File: src/rtl/lsu_mem_master.sv
`default_nettype none
// ============================================================================
// Module   : lsu_mem_master
// Purpose  : RV32I load/store initiator for a single-port data memory with a
//            registered read return. Accepts one byte-addressed access at a
//            time. Stores are driven as a word address, byte strobes and
//            lane-replicated data. Loads wait for the memory's read-valid and
//            then return the selected lane, sign- or zero-extended.
//            Illegal, misaligned, out-of-range and timed-out accesses are
//            answered with an error response.
// Ports    : CLK, RSTN (async active-low)
//            req_*  : execute-stage request (valid/ready handshake)
//            rsp_*  : one-cycle response pulse with error flag and load data
//            mem_*  : memory request (en/addr/wdata/wen) and read return
//                     (rdata/rvld)
// Revision : 1.0 - initial release
// ============================================================================
module lsu_mem_master #(
    parameter int DATA_WIDTH = 32,
    parameter int BYTE_WIDTH = 8,
    parameter int STRB_WIDTH = DATA_WIDTH / BYTE_WIDTH,
    parameter int ADDR_WIDTH = 10,
    parameter int TIMEOUT    = 16
) (
    input  logic                  CLK,
    input  logic                  RSTN,
    input  logic                  req_valid,
    output logic                  req_ready,
    input  logic                  req_we,
    input  logic [2:0]            req_funct3,
    input  logic [31:0]           req_addr,
    input  logic [DATA_WIDTH-1:0] req_wdata,
    output logic                  rsp_valid,
    output logic                  rsp_err,
    output logic [DATA_WIDTH-1:0] rsp_rdata,
    output logic                  mem_en,
    output logic [ADDR_WIDTH-1:0] mem_addr,
    output logic [DATA_WIDTH-1:0] mem_wdata,
    output logic [STRB_WIDTH-1:0] mem_wen,
    input  logic [DATA_WIDTH-1:0] mem_rdata,
    input  logic                  mem_rvld
);

    localparam logic [1:0] c_IDLE    = 2'd0;
    localparam logic [1:0] c_ISSUE   = 2'd1;
    localparam logic [1:0] c_RD_WAIT = 2'd2;
    localparam logic [1:0] c_RESP    = 2'd3;

    localparam int c_CNT_W = (TIMEOUT > 1) ? $clog2(TIMEOUT) : 1;
    localparam int c_HALF  = 2 * BYTE_WIDTH;

    logic [1:0]            r_state;
    logic                  r_we;
    logic [2:0]            r_funct3;
    // Only the bits that can be in range are kept; upper bits are checked
    // at accept time and must be zero for the access to proceed.
    logic [ADDR_WIDTH+1:0] r_addr;
    logic [DATA_WIDTH-1:0] r_wdata;
    logic [c_CNT_W-1:0]    r_cnt;

    logic                  w_bad_f3;
    logic                  w_misalign;
    logic                  w_out_range;
    logic                  w_req_err;
    logic [BYTE_WIDTH-1:0] w_byte;
    logic [c_HALF-1:0]     w_half;
    logic [DATA_WIDTH-1:0] w_load_data;

    assign req_ready = (r_state == c_IDLE);
    assign rsp_valid = (r_state == c_RESP);

    // Request legality check, evaluated on the live request in IDLE.
    always_comb begin
        w_bad_f3   = 1'b0;
        w_misalign = 1'b0;
        if (req_we) begin
            w_bad_f3 = (req_funct3 > 3'b010);
        end else begin
            w_bad_f3 = (req_funct3 == 3'b011) || (req_funct3[2:1] == 2'b11);
        end
        case (req_funct3[1:0])
            2'b01:   w_misalign = req_addr[0];
            2'b10:   w_misalign = |req_addr[1:0];
            default: w_misalign = 1'b0;
        endcase
        w_out_range = |req_addr[31:ADDR_WIDTH+2];
        w_req_err   = w_bad_f3 | w_misalign | w_out_range;
    end

    // Memory-side outputs: decoded from state and registered fields only.
    always_comb begin
        mem_en    = 1'b0;
        mem_addr  = '0;
        mem_wdata = '0;
        mem_wen   = '0;
        if (r_state == c_ISSUE) begin
            mem_en   = 1'b1;
            mem_addr = r_addr[ADDR_WIDTH+1:2];
            if (r_we) begin
                case (r_funct3[1:0])
                    2'b00: begin
                        mem_wen   = STRB_WIDTH'(1) << r_addr[1:0];
                        mem_wdata = {STRB_WIDTH{r_wdata[BYTE_WIDTH-1:0]}};
                    end
                    2'b01: begin
                        mem_wen   = r_addr[1] ? {{(STRB_WIDTH/2){1'b1}}, {(STRB_WIDTH/2){1'b0}}}
                                              : {{(STRB_WIDTH/2){1'b0}}, {(STRB_WIDTH/2){1'b1}}};
                        mem_wdata = {(STRB_WIDTH/2){r_wdata[c_HALF-1:0]}};
                    end
                    default: begin
                        mem_wen   = '1;
                        mem_wdata = r_wdata;
                    end
                endcase
            end
        end
    end

    // Lane extraction of the returned word; funct3[2] selects zero-extension.
    always_comb begin
        w_byte = mem_rdata[{r_addr[1:0], 3'b000} +: BYTE_WIDTH];
        w_half = mem_rdata[{r_addr[1], 4'b0000} +: c_HALF];
        case (r_funct3[1:0])
            2'b00:   w_load_data = {{(DATA_WIDTH-BYTE_WIDTH){w_byte[BYTE_WIDTH-1] & ~r_funct3[2]}}, w_byte};
            2'b01:   w_load_data = {{(DATA_WIDTH-c_HALF){w_half[c_HALF-1] & ~r_funct3[2]}}, w_half};
            default: w_load_data = mem_rdata;
        endcase
    end

    always_ff @(posedge CLK or negedge RSTN) begin
        if (!RSTN) begin
            r_state   <= c_IDLE;
            r_we      <= 1'b0;
            r_funct3  <= '0;
            r_addr    <= '0;
            r_wdata   <= '0;
            r_cnt     <= '0;
            rsp_err   <= 1'b0;
            rsp_rdata <= '0;
        end else begin
            case (r_state)
                c_IDLE: begin
                    if (req_valid) begin
                        r_we     <= req_we;
                        r_funct3 <= req_funct3;
                        r_addr   <= req_addr[ADDR_WIDTH+1:0];
                        r_wdata  <= req_wdata;
                        if (w_req_err) begin
                            rsp_err   <= 1'b1;
                            rsp_rdata <= '0;
                            r_state   <= c_RESP;
                        end else begin
                            r_state <= c_ISSUE;
                        end
                    end
                end
                c_ISSUE: begin
                    if (r_we) begin
                        rsp_err   <= 1'b0;
                        rsp_rdata <= '0;
                        r_state   <= c_RESP;
                    end else begin
                        r_cnt   <= '0;
                        r_state <= c_RD_WAIT;
                    end
                end
                c_RD_WAIT: begin
                    if (mem_rvld) begin
                        rsp_err   <= 1'b0;
                        rsp_rdata <= w_load_data;
                        r_state   <= c_RESP;
                    end else if (r_cnt == c_CNT_W'(TIMEOUT - 1)) begin
                        rsp_err   <= 1'b1;
                        rsp_rdata <= '0;
                        r_state   <= c_RESP;
                    end else begin
                        r_cnt <= r_cnt + c_CNT_W'(1);
                    end
                end
                default: begin
                    // Response is a single unconditional pulse.
                    r_state <= c_IDLE;
                end
            endcase
        end
    end

endmodule
`default_nettype wire
File: config.mk
export PLATFORM = sky130hd
export DESIGN_NAME = lsu_mem_master
export DESIGN_NICKNAME = d
export VERILOG_FILES = /design/src/rtl/lsu_mem_master.sv
export SDC_FILE = /design/constraint.sdc
export NUM_CORES = 1
export LEC_CHECK = 0
export CAP_MARGIN = 5
export CORE_MARGIN = 1.5
export CORE_UTILIZATION = 35
export DETAILED_ROUTE_END_ITERATION = 10
export GPL_ROUTABILITY_DRIVEN = 0
export PLACE_DENSITY_LB_ADDON = 0.12
export SLEW_MARGIN = 20
export SYNTH_ARGS = -nofsm -noshare
export SYNTH_HDL_FRONTEND = slang
export SYNTH_SLANG_ARGS = --single-unit
export TNS_END_PERCENT = 100
File: constraint.sdc
create_clock -name CLK -period 3.05 [get_ports CLK]
set_input_delay 0.915 -clock CLK [delete_from_list [all_inputs] [get_ports CLK]]
set_output_delay 0.915 -clock CLK [all_outputs]
set_load 0.005 [all_outputs]
; Yosys cells after proc, flatten, opt, wreduce, memory -nomap -nowiden
; Cells that the tools add are included.
[totals]
reg_bits = 87
inputBits = 104
output_inout_bits = 82
wordCells = 79
[classes]
n_addsub = 1
n_lt_le_gt_ge = 1
eq_ne = 16
shift = 3
mux = 34
bitwise_logic = 5
n_reduce_logical = 11
[op_table]
columns = operator, n
row1 = $mux 32, 7
row2 = $pmux 32 s2, 2
row3 = $pmux 32 s3, 1
row4 = $shiftx 32x6->16, 1
row5 = $shiftx 32x6->8, 1
row6 = $mux 4, 6
row7 = $reduce_or 20->1, 1
row8 = $pmux 4 s2, 2
row9 = $mux 10, 1
row10 = $ne 2x2->1 const B, 5
row11 = $eq 2x2->1 const B, 4
row12 = $mux 1, 8
row13 = $mux 2, 4
row14 = $eq 2x1->1 const B, 3
row15 = $pmux 2 s3, 1
row16 = $reduce_and 5->1, 1
row17 = $add 4x1->4 const B, 1
row18 = $eq 4x4->1 const B, 1
row19 = $logic_not 2->1, 2
row20 = $reduce_and 2->1, 2
row21 = $reduce_and 4->1, 1
row22 = $shl 1x2->4 const A, 1
row23 = $eq 3x2->1 const B, 1
row24 = $gt 3x2->1 const B, 1
row25 = 11 further kinds, 13

; Depth between registers and ports, before layout
; Gate-level depths: netlist of the first run.
[logic_depth]
word_depth = 8
depth_mapped = 9
ltp_nobuf = 7

; Least setup slack after synthesis of the first run
; No wires, ideal clock.
[synth_path]
kind = input to register
from = in req_addr[14]
to = reg rsp_rdata[7]
setup_time_ns = 0.128
t_arrival_ns = 2.397
required_ns = 2.922
path_slack_ns = 0.526
cell_stages = 6
path_buffers = 1
path_cell_list = or4_1 a21oi_1 and4_1 a31oi_4 buf_6 mux2_1
[synth_between]
elab_chain_len = 4
[synth_rtl]
columns = element, line
row1 = "start, declared", 31  ; input logic [31:0] req_addr,
row2 = $reduce_or 20->1, 86  ; w_out_range = |req_addr[31:ADDR_WIDTH+2];
row3 = $or 1x1->1, 87  ; w_req_err = w_bad_f3 | w_misalign | w_out_range;
row4 = $ne 2x1->1 (no source line), -
row5 = $reduce_and 5->1 (no source line), -
row6 = "end signal, assigned", 170  ; rsp_rdata <= w_load_data;
row7 = "end, declared", 35  ; output logic [DATA_WIDTH-1:0] rsp_rdata,
; No other way between the ends.
; A chain may end at the register's enable or synchronous reset.

; Final worst setup path of the first run
[layout_path]
from = reg r_state[1]
to = out mem_wen[1]
[layout_between]
elab_chain_len = 2
[layout_rtl]
columns = element, line
row1 = "start, declared", 52  ; logic [1:0] r_state;
row2 = "start signal, assigned", 132  ; r_state <= c_IDLE;
row3 = "start signal, assigned", 151  ; r_state <= c_RESP;
row4 = "start signal, assigned", 153  ; r_state <= c_ISSUE;
row5 = $eq 2x1->1, 96  ; if (r_state == c_ISSUE) begin
row6 = $mux 4, 96
row7 = "end, declared", 39  ; output logic [STRB_WIDTH-1:0] mem_wen,
; No other way between the ends.

==> flow_summary.json, run 1 <==
{
  "worstSetupPathType": "register to output port",
  "cts_resized": 5,
  "syn_nets": 584,
  "end_kind": "output port",
  "stdcell_count": 845,
  "drtPass1Iterations": 4,
  "max-vdd-ir-drop_uv": 417,
  "p_sw_mw": 2.42,
  "skew_ns": 0.00420,
  "grt_pass1_vias": 4626,
  "tns_ns": 0,
  "cts_root_buf": "clkbuf_16",
  "cap_viol_max_count": 0,
  "synth_area_leader_cell": "dfrtp_1",
  "grt_overflow": 0,
  "placedCellCount": 829,
  "antenna_cells": 0,
  "dr_total_vias": 4401,
  "hold_violations": 0,
  "core_area_sq_um": 13800,
  "async_reset_ff_share_pct": 100,
  "slew_headroom_pct": 59.9,
  "dpl.hpwl_um": 11000,
  "final_max_slew_viol_count": 0,
  "die_w_um": 122,
  "synth_cells": 472,
  "layout_min_cycle_time_ns": 2.97,
  "period_share_pct": 97.5,
  "h-tree-depth": 3,
  "gr-usage-all-layers_pct": 21.3,
  "drt_iter0_markers": 330,
  "fillers": 1253,
  "leakage_nw": 3.36,
  "synth_ff_type": "dfrtp_1",
  "swShare_pct": 36.6,
  "yosysTopAreaCellShare_pct": 44.2,
  "clock_latency_ns": 0.35,
  "cts_made_buffers": 9,
  "synth_area_leaders": "dfrtp_1 (44%), mux2_2 (14%), mux2i_1 (5.1%)",
  "die_area_sq_um": 14800,
  "yosysUniqueCellTypes": 45,
  "cp_max_fo": 6,
  "cts_hold_buf": 0,
  "grt_pass1_wl_um": 24200,
  "clock-sinks": 87,
  "drc": 0,
  "ant_nets": 0,
  "cts.reportedPaths.clkPinSlew_ns": 0.06,
  "sequentialPowerShare_pct": 30.4,
  "ys_seq_area_share_pct": 44.2,
  "cp.required_ns": 2.13,
  "pre_cts_slack_ns": -0.00279,
  "syn-mean-instance-area_sq_um": 10.4,
  "post_cts_buffers": 0,
  "nets": 772,
  "cp.arrival_ns": 2.06,
  "max_freq_ghz": 0.336,
  "comb_power_share_pct": 51.2,
  "cts_buffer_depth": 2,
  "initial_core_util_pct": 35.6,
  "p_int_mw": 4.19,
  "antenna_found_initial": 0,
  "gr-usage-met2_pct": 35.0,
  "grt_use_met1_pct": 27.0,
  "ys_warn_count": 0,
  "clkPwrFrac_pct": 18.4,
  "synthToLayoutAreaGrowth_pct": 51.3,
  "synth_edf_count": 0,
  "setup_viol": 0,
  "rsz0062_at_grt": "yes",
  "setup_slack_ns": 0.0762,
  "status": "finished clean",
  "row_count": 43,
  "synth_common_cells": "dfrtp_1 (87), mux2_2 (59), a21oi_1 (47)",
  "p_per_area_nw_per_um2": 888,
  "cts_tree": "yes",
  "viasPerCell": 5.21,
  "die_y_um": 122,
  "grt_max_degree": 51,
  "drive_gt1_share_pct": 17.4,
  "io_buffers": 185,
  "yosysMostFrequentCell": "dfrtp_1",
  "drt-total-wl_um": 15200,
  "synth_area_sq_um": 4920,
  "grt_use_met3_pct": 5.81,
  "grt-busiest-layer": "met2",
  "worst_slew_pin_slew_ns": 0.601,
  "worstHoldPathType": "register to register",
  "start_kind": "register",
  "ys_ff_latch": 87,
  "ioPinCount": 186,
  "wl_per_cell_um": 18.0
}
[per-stage QoR]
| step | hold WS (ns) | power, mW | util, % | cell area [sq um] |
|---|---|---|---|---|
| finish | 0.489 | 6.61 | 53.8 | 7440 |
| global route | 0.507 | 7.06 | 53.8 | 7440 |
| CTS | 0.492 | 6.66 | 53.6 | 7410 |
| detailed placement | 0.478 | 5.41 | 51.1 | 7070 |
| global placement | 0.470 | 5.32 | 51.1 | 7070 |
| floorplan | 0.471 | 4.03 | - | 4920 |
[final timing paths]
path,slack [ns],end,cells after the start,startpoint
worst min-delay path,0.49,rsp_rdata[15],1,rsp_rdata[15]
worst max-delay path,0.08,mem_wen[1],6,r_state[1]
max in group asynchronous,1.80,r_wdata[28],2,RSTN
worst max register to register,0.64,rsp_rdata[22],7,r_addr[1]
min in group asynchronous,0.57,rsp_rdata[5],1,RSTN
worst min register to register,0.49,rsp_rdata[15],1,rsp_rdata[15]
[worst max-delay path: stages (launching register included)]
cell             delay (ns)
dfrtp_1                0.40
inv_1                  0.10
ha_1                   0.18
nand2_2                0.12
o21bai_2               0.23
nor2_1                 0.15
clkdlybuf4s50_1        0.53
[area by class of cell]
| cell class | instances | area, sq um | area share, % |
|---|---|---|---|
| flip-flops and latches | 87 | 2180 | 29.3 |
| inverters | 27 | 101 | 1.36 |
| clock inverters | 2 | 35.0 | 0.471 |
| repair buffers | 208 | 2100 | 28.2 |
| well taps | 180 | 225 | 3.03 |
| clock buffers | 14 | 294 | 3.95 |
| multi-input cells | 327 | 2510 | 33.8 |
[registers in the layout (all words and copies together) (netlist names)]
name       flops
r_we           1
r_funct3       3
r_wdata       32
rsp_rdata     32
r_cnt          4
r_state        2
rsp_err        1
r_addr        12
[cell families after synthesis]
group | after synthesis | share of synthesized area [%]
mux | 106 | 23.8
buf+inv | 58 | 5.14
xor+xnor | 1 | 0.178
fa+ha+maj | 8 | 2.03
simple gates | 107 | 10.7
compound gates | 105 | 13.9
flops | 87 | 44.2
[cell usage in the layout, fill, tap and decap left out, types with 3 or more instances in the layout]
cell type and n:
buf_12 4, a22oi_1 8, and3_1 11, mux2_1 21, nand2_1 26, mux2_2 59, a21oi_1 46, clkdlybuf4s50_1 177
a22o_1 8, o22ai_1 8, and2_1 10, dfrtp_1 86, a211oi_1 8, nand3_1 8, nand2_2 3, o21ai_0 12
clkbuf_8 5, inv_1 25, ha_1 8, nor4_1 5, dlymetal6s2s_1 7, buf_4 19, mux2i_1 25, nor2_1 32
clkbuf_16 9
[metal layers]
layer	routed length [um]	vias up
li1	-	2054
met5	0	-
met3	1350	18
met4	274	0
met2	7280	187
met1	6270	2142
[power groups by stage]
stage / clock network, mW / registers [mW] / logic (mW)
after detailed placement: 0 / 2.02 / 3.38
after global routing: 1.29 / 2.08 / 3.68
after CTS: 1.24 / 2.01 / 3.41
after floorplan: 0 / 1.91 / 2.11
final: 1.22 / 2.01 / 3.38
after global placement: 0 / 2.00 / 3.31
(Power assumes the default switching activity.)
==> run 2, diff against run 1 <==
--- a/config.mk
+++ b/config.mk
@@ -9,7 +9,6 @@
 export CORE_MARGIN = 1.5
 export CORE_UTILIZATION = 35
 export DETAILED_ROUTE_END_ITERATION = 10
-export GPL_ROUTABILITY_DRIVEN = 0
 export PLACE_DENSITY_LB_ADDON = 0.12
 export SLEW_MARGIN = 20
 export SYNTH_ARGS = -nofsm -noshare
==> flow_summary.json, run 2 (same netlist as run 1, synthesis figures left out) <==
{
  "cp.required_ns": 2.13,
  "die_y_um": 122,
  "dpl_cell_area_sq_um": 7080,
  "max-vdd-ir-drop_uv": 464,
  "worstSetupPathType": "register to output port",
  "r2r_cells": 7,
  "cts.reportedPaths.clkPinSlew_ns": 0.06,
  "reg2reg_slack_ns": 0.65,
  "final_cell_mix": "clkdlybuf4s50_1 (182), dfrtp_1 (86), mux2_2 (59), a21oi_1 (44), nor2_1 (34)",
  "ioPinCount": 186,
  "cts_made_buffers": 9,
  "holdPathEnd": "rsp_rdata[4]",
  "cts_hold_buf": 0,
  "cts_root_buf": "clkbuf_16",
  "drc": 0,
  "r2r_end": "rsp_rdata[24]",
  "grt_pass1_wl_um": 23300,
  "r2r-start": "r_addr[1]",
  "hold_depth": 1,
  "period_share_pct": 97.1,
  "grt_use_met3_pct": 6.41,
  "antenna_cells": 0,
  "crit_chain": "buf_4 > nor2_1 > buf_4 > nand2_1 > a21oi_1 > clkdlybuf4s50_1",
  "antenna_found_initial": 0,
  "io_buffers": 185,
  "grt_max_degree": 51,
  "worst_slew_pin_slew_ns": 0.559,
  "layout_commonest_cell": "clkdlybuf4s50_1",
  "max_freq_ghz": 0.338,
  "cp_common_cell": "buf_4",
  "hold_violations": 0,
  "cp_top_family": "buffers and inverters",
  "cp_max_fo": 15,
  "h-tree-depth": 3,
  "grt_use_met1_pct": 26.4,
  "final_area_sq_um": 7400,
  "slew_headroom_pct": 62.7,
  "start_kind": "register",
  "final_max_slew_viol_count": 0,
  "die_w_um": 122,
  "layout_min_cycle_time_ns": 2.96,
  "drt-total-wl_um": 15200,
  "cts_tree": "yes",
  "p_per_area_nw_per_um2": 879,
  "rsz0062_at_grt": "no",
  "nets": 773,
  "fillers": 1281,
  "drtPass1Iterations": 4,
  "cpMaxStageDelayCell": "clkdlybuf4s50_1",
  "drive_gt1_share_pct": 17.4,
  "cts_buffer_depth": 2,
  "setup_viol": 0,
  "max_stage_delay_ns": 0.53,
  "grt-busiest-layer": "met2",
  "cap_viol_max_count": 0,
  "worstHoldPathType": "register to register",
  "initial_core_util_pct": 35.6,
  "skew_ns": 0.00695,
  "core_area_sq_um": 13800,
  "globalplace.congestion": 0.835,
  "final_util_pct": 53.5,
  "critPathBufInv": 3,
  "post_cts_buffers": 0,
  "wl_per_cell_um": 17.9,
  "die_area_sq_um": 14800,
  "dpl.hpwl_um": 11100,
  "grt_pass1_vias": 4455,
  "clock_latency_ns": 0.35,
  "viasPerCell": 5.18,
  "leakage_nw": 3.24,
  "status": "finished clean",
  "grt_overflow": 0,
  "dr_total_vias": 4380,
  "gr-usage-all-layers_pct": 20.8,
  "clock-sinks": 87,
  "ant_nets": 0,
  "gr-usage-met2_pct": 34.3,
  "synthToLayoutAreaGrowth_pct": 50.4,
  "largestRegisters": "r_wdata: 32 flops, rsp_rdata: 32 flops, r_addr: 12 flops",
  "cp.arrival_ns": 2.05,
  "drt_iter0_markers": 265,
  "hold_start": "rsp_rdata[4]",
  "row_count": 43,
  "end_kind": "output port"
}
run 2: changes by cell type in the layout (fill, tap and decap cells not counted), sizes merged:
cell | previous run | this run
buf | 24 | 25
clkbuf | 14 | 11
clkdlybuf4s50 | 177 | 182
clkinv | 1 | 2
clkinvlp | 0 | 2
dlymetal6s2s | 7 | 2
run 2: repair_timing:
action                     CTS  global route
setup endpoints to repair   26            14
hold endpoints to repair     0             0
gates resized for setup      2             9
run 2: how the worst max path moves through the flow:
stage / from / endpoint / slack [ns] / cells past startpoint
after CTS: r_state[1] / mem_wdata[12] / 0.02 / 6
after floorplan: req_addr[14] / rsp_rdata[7] / 0.53 / 6
final: r_funct3[1] / mem_wdata[12] / 0.09 / 6
after global placement: req_funct3[0] / rsp_rdata[27] / 0.04 / 9
after global routing: r_funct3[1] / mem_wdata[12] / 0.004 / 6
after detailed placement: req_funct3[0] / rsp_rdata[18] / -0.005 / 9
run 2: routing by layer:
| metal | vias to the layer above | wire (um) |
|---|---|---|
| met2 | 176 | 7270 |
| met4 | 0 | 124 |
| met1 | 2134 | 6490 |
| met5 | - | 0 |
| li1 | 2061 | - |
| met3 | 9 | 1290 |
run 2: stage by stage:
stage                     hold WS, ns  instances  TNS [ns]  power, mW  worst slack [ns]
after global routing            0.516        846         0       6.96           0.00423
final                           0.485        846         0       6.51            0.0877
after CTS                       0.490        846         0       6.55            0.0174
after floorplan                 0.471        472         0       4.03             0.526
after global placement          0.469        830         0       5.35            0.0366
after detailed placement        0.476        830  -0.00506       5.42          -0.00460
run 2: power breakdown:
group          total (mW)  internal (mW)  switching [mW]
registers            2.00           1.65           0.354
clock network        1.10          0.636           0.467
logic                3.40           1.80            1.60
total                6.51           4.09            2.42
run 2: cell type report:
type / count / area [sq um] / area share [%]
inverters: 27 / 101 / 1.37
multi-input cells: 327 / 2520 / 34.0
clock buffers: 11 / 233 / 3.14
well taps: 180 / 225 / 3.04
repair buffers: 209 / 2090 / 28.2
flip-flops and latches: 87 / 2180 / 29.4
clock inverters: 5 / 58.8 / 0.795
==> run 3, diff against run 2 <==
==> constraint.sdc (replaced) <==
create_clock -name CLK -period 3.8 [get_ports CLK]
set_input_delay 1.14 -clock CLK [delete_from_list [all_inputs] [get_ports CLK]]
set_output_delay 1.14 -clock CLK [all_outputs]
set_load 0.005 [all_outputs]
==> flow_summary.json, run 3 (same netlist as run 1, synthesis figures left out) <==
{
  "layout_min_cycle_time_ns": 3.36,
  "cap_viol_max_count": 0,
  "skew_ns": 0.00723,
  "core_area_sq_um": 13800,
  "final_max_slew_viol_count": 0,
  "row_count": 43,
  "ant_nets": 0,
  "cts_made_buffers": 9,
  "placedCellCount": 820,
  "dr_total_vias": 4314,
  "final_util_pct": 52.6,
  "max_stage_delay_ns": 0.52,
  "max-vdd-ir-drop_uv": 305,
  "rsz0062_at_grt": "no",
  "ioPinCount": 186,
  "die_w_um": 122,
  "cts_root_buf": "clkbuf_16",
  "h-tree-depth": 3,
  "wl_per_cell_um": 18.3,
  "grt_overflow": 0,
  "stdcell_count": 836,
  "dpl.hpwl_um": 11100,
  "cp.depth": 6,
  "synthToLayoutAreaGrowth_pct": 47.7,
  "layout_commonest_cell": "clkdlybuf4s50_1",
  "p_per_area_nw_per_um2": 709,
  "gr-usage-all-layers_pct": 21.1,
  "cp.arrival_ns": 2.22,
  "hold_violations": 0,
  "worstHoldPathType": "register to register",
  "grt_pass1_vias": 4579,
  "r2r_cells": 7,
  "clock_latency_ns": 0.34,
  "crit_chain": "buf_4 > inv_1 > nand2_1 > o21bai_1 > a21oi_1 > clkdlybuf4s50_1",
  "cp.required_ns": 2.66,
  "cts_buffer_depth": 2,
  "start_kind": "register",
  "die_area_sq_um": 14800,
  "globalplace.congestion": 0.872,
  "drtPass1Iterations": 4,
  "cp_top_family": "buffers and inverters",
  "worstSetupPathType": "register to output port",
  "post_cts_buffers": 0,
  "slew_headroom_pct": 55.4,
  "drt-total-wl_um": 15300,
  "hold_depth": 1,
  "antenna_cells": 0,
  "grt_max_degree": 50,
  "end_kind": "output port",
  "viasPerCell": 5.16,
  "status": "finished clean",
  "max_freq_ghz": 0.298,
  "cts.reportedPaths.clkPinSlew_ns": 0.06,
  "tns_ns": 0,
  "initial_core_util_pct": 35.6,
  "final_cell_mix": "clkdlybuf4s50_1 (184), dfrtp_1 (86), mux2_2 (59), a21oi_1 (47), nor2_1 (34)",
  "die_y_um": 122,
  "clock-sinks": 87,
  "drc": 0,
  "period_share_pct": 88.3,
  "cts_tree": "yes",
  "grt_pass1_wl_um": 23900,
  "critPathBufInv": 3,
  "leakage_nw": 3.16,
  "fillers": 1276,
  "cpMaxStageDelayCell": "clkdlybuf4s50_1",
  "largestRegisters": "r_wdata: 32 flops, rsp_rdata: 32 flops, r_addr: 12 flops",
  "setup_slack_ns": 0.443,
  "worst_slew_pin_slew_ns": 0.669,
  "pre_cts_slack_ns": 0.436,
  "cp_max_fo": 12,
  "drt_iter0_markers": 305,
  "setup_viol": 0,
  "cts_hold_buf": 0,
  "antenna_found_initial": 0,
  "cts_resized": 0,
  "io_buffers": 185,
  "nets": 763,
  "drive_gt1_share_pct": 14.9
}
## run 3: cell type report
class	count	area (sq um)	share of cell area, %
multi-input combinational	327	2490	34.3
sequential	87	2180	30.0
timing repair buffer	199	1980	27.2
clock buffer	12	246	3.39
tap	180	225	3.10
inverter	27	101	1.39
clock inverter	4	45.0	0.620
## run 3: final timing paths
kind | startpoint | to | slack (ns)
setup reg to reg | r_addr[1] | rsp_rdata[28] | 1.10
min in group asynchronous | RSTN | rsp_rdata[6] | 0.82
hold reg to reg | rsp_rdata[4] | rsp_rdata[4] | 0.49
max in group asynchronous | RSTN | r_wdata[29] | 2.30
hold / removal | rsp_rdata[4] | rsp_rdata[4] | 0.49
setup / recovery | r_funct3[0] | mem_wen[3] | 0.44
## run 3: power breakdown
part	switching, mW	internal (mW)
combinational	1.23	1.39
clock	0.361	0.525
sequential	0.332	1.32
## run 3: metrics by stage
step | cell area (sq um) | total power, mW | hold slack (ns)
floorplan | 4920 | 3.23 | 0.471
global placement | 6980 | 4.24 | 0.469
detailed placement | 6980 | 4.30 | 0.475
CTS | 7270 | 5.21 | 0.489
global route | 7270 | 5.52 | 0.508
finish | 7270 | 5.15 | 0.487
## run 3: metal layers
metal	up-vias	routed length, um	global-route usage [%]
met3	11	1430	7.21
met5	-	0	0
met4	0	126	6.10
li1	2038	-	-
met1	2075	6520	26.0
met2	190	7210	35.1
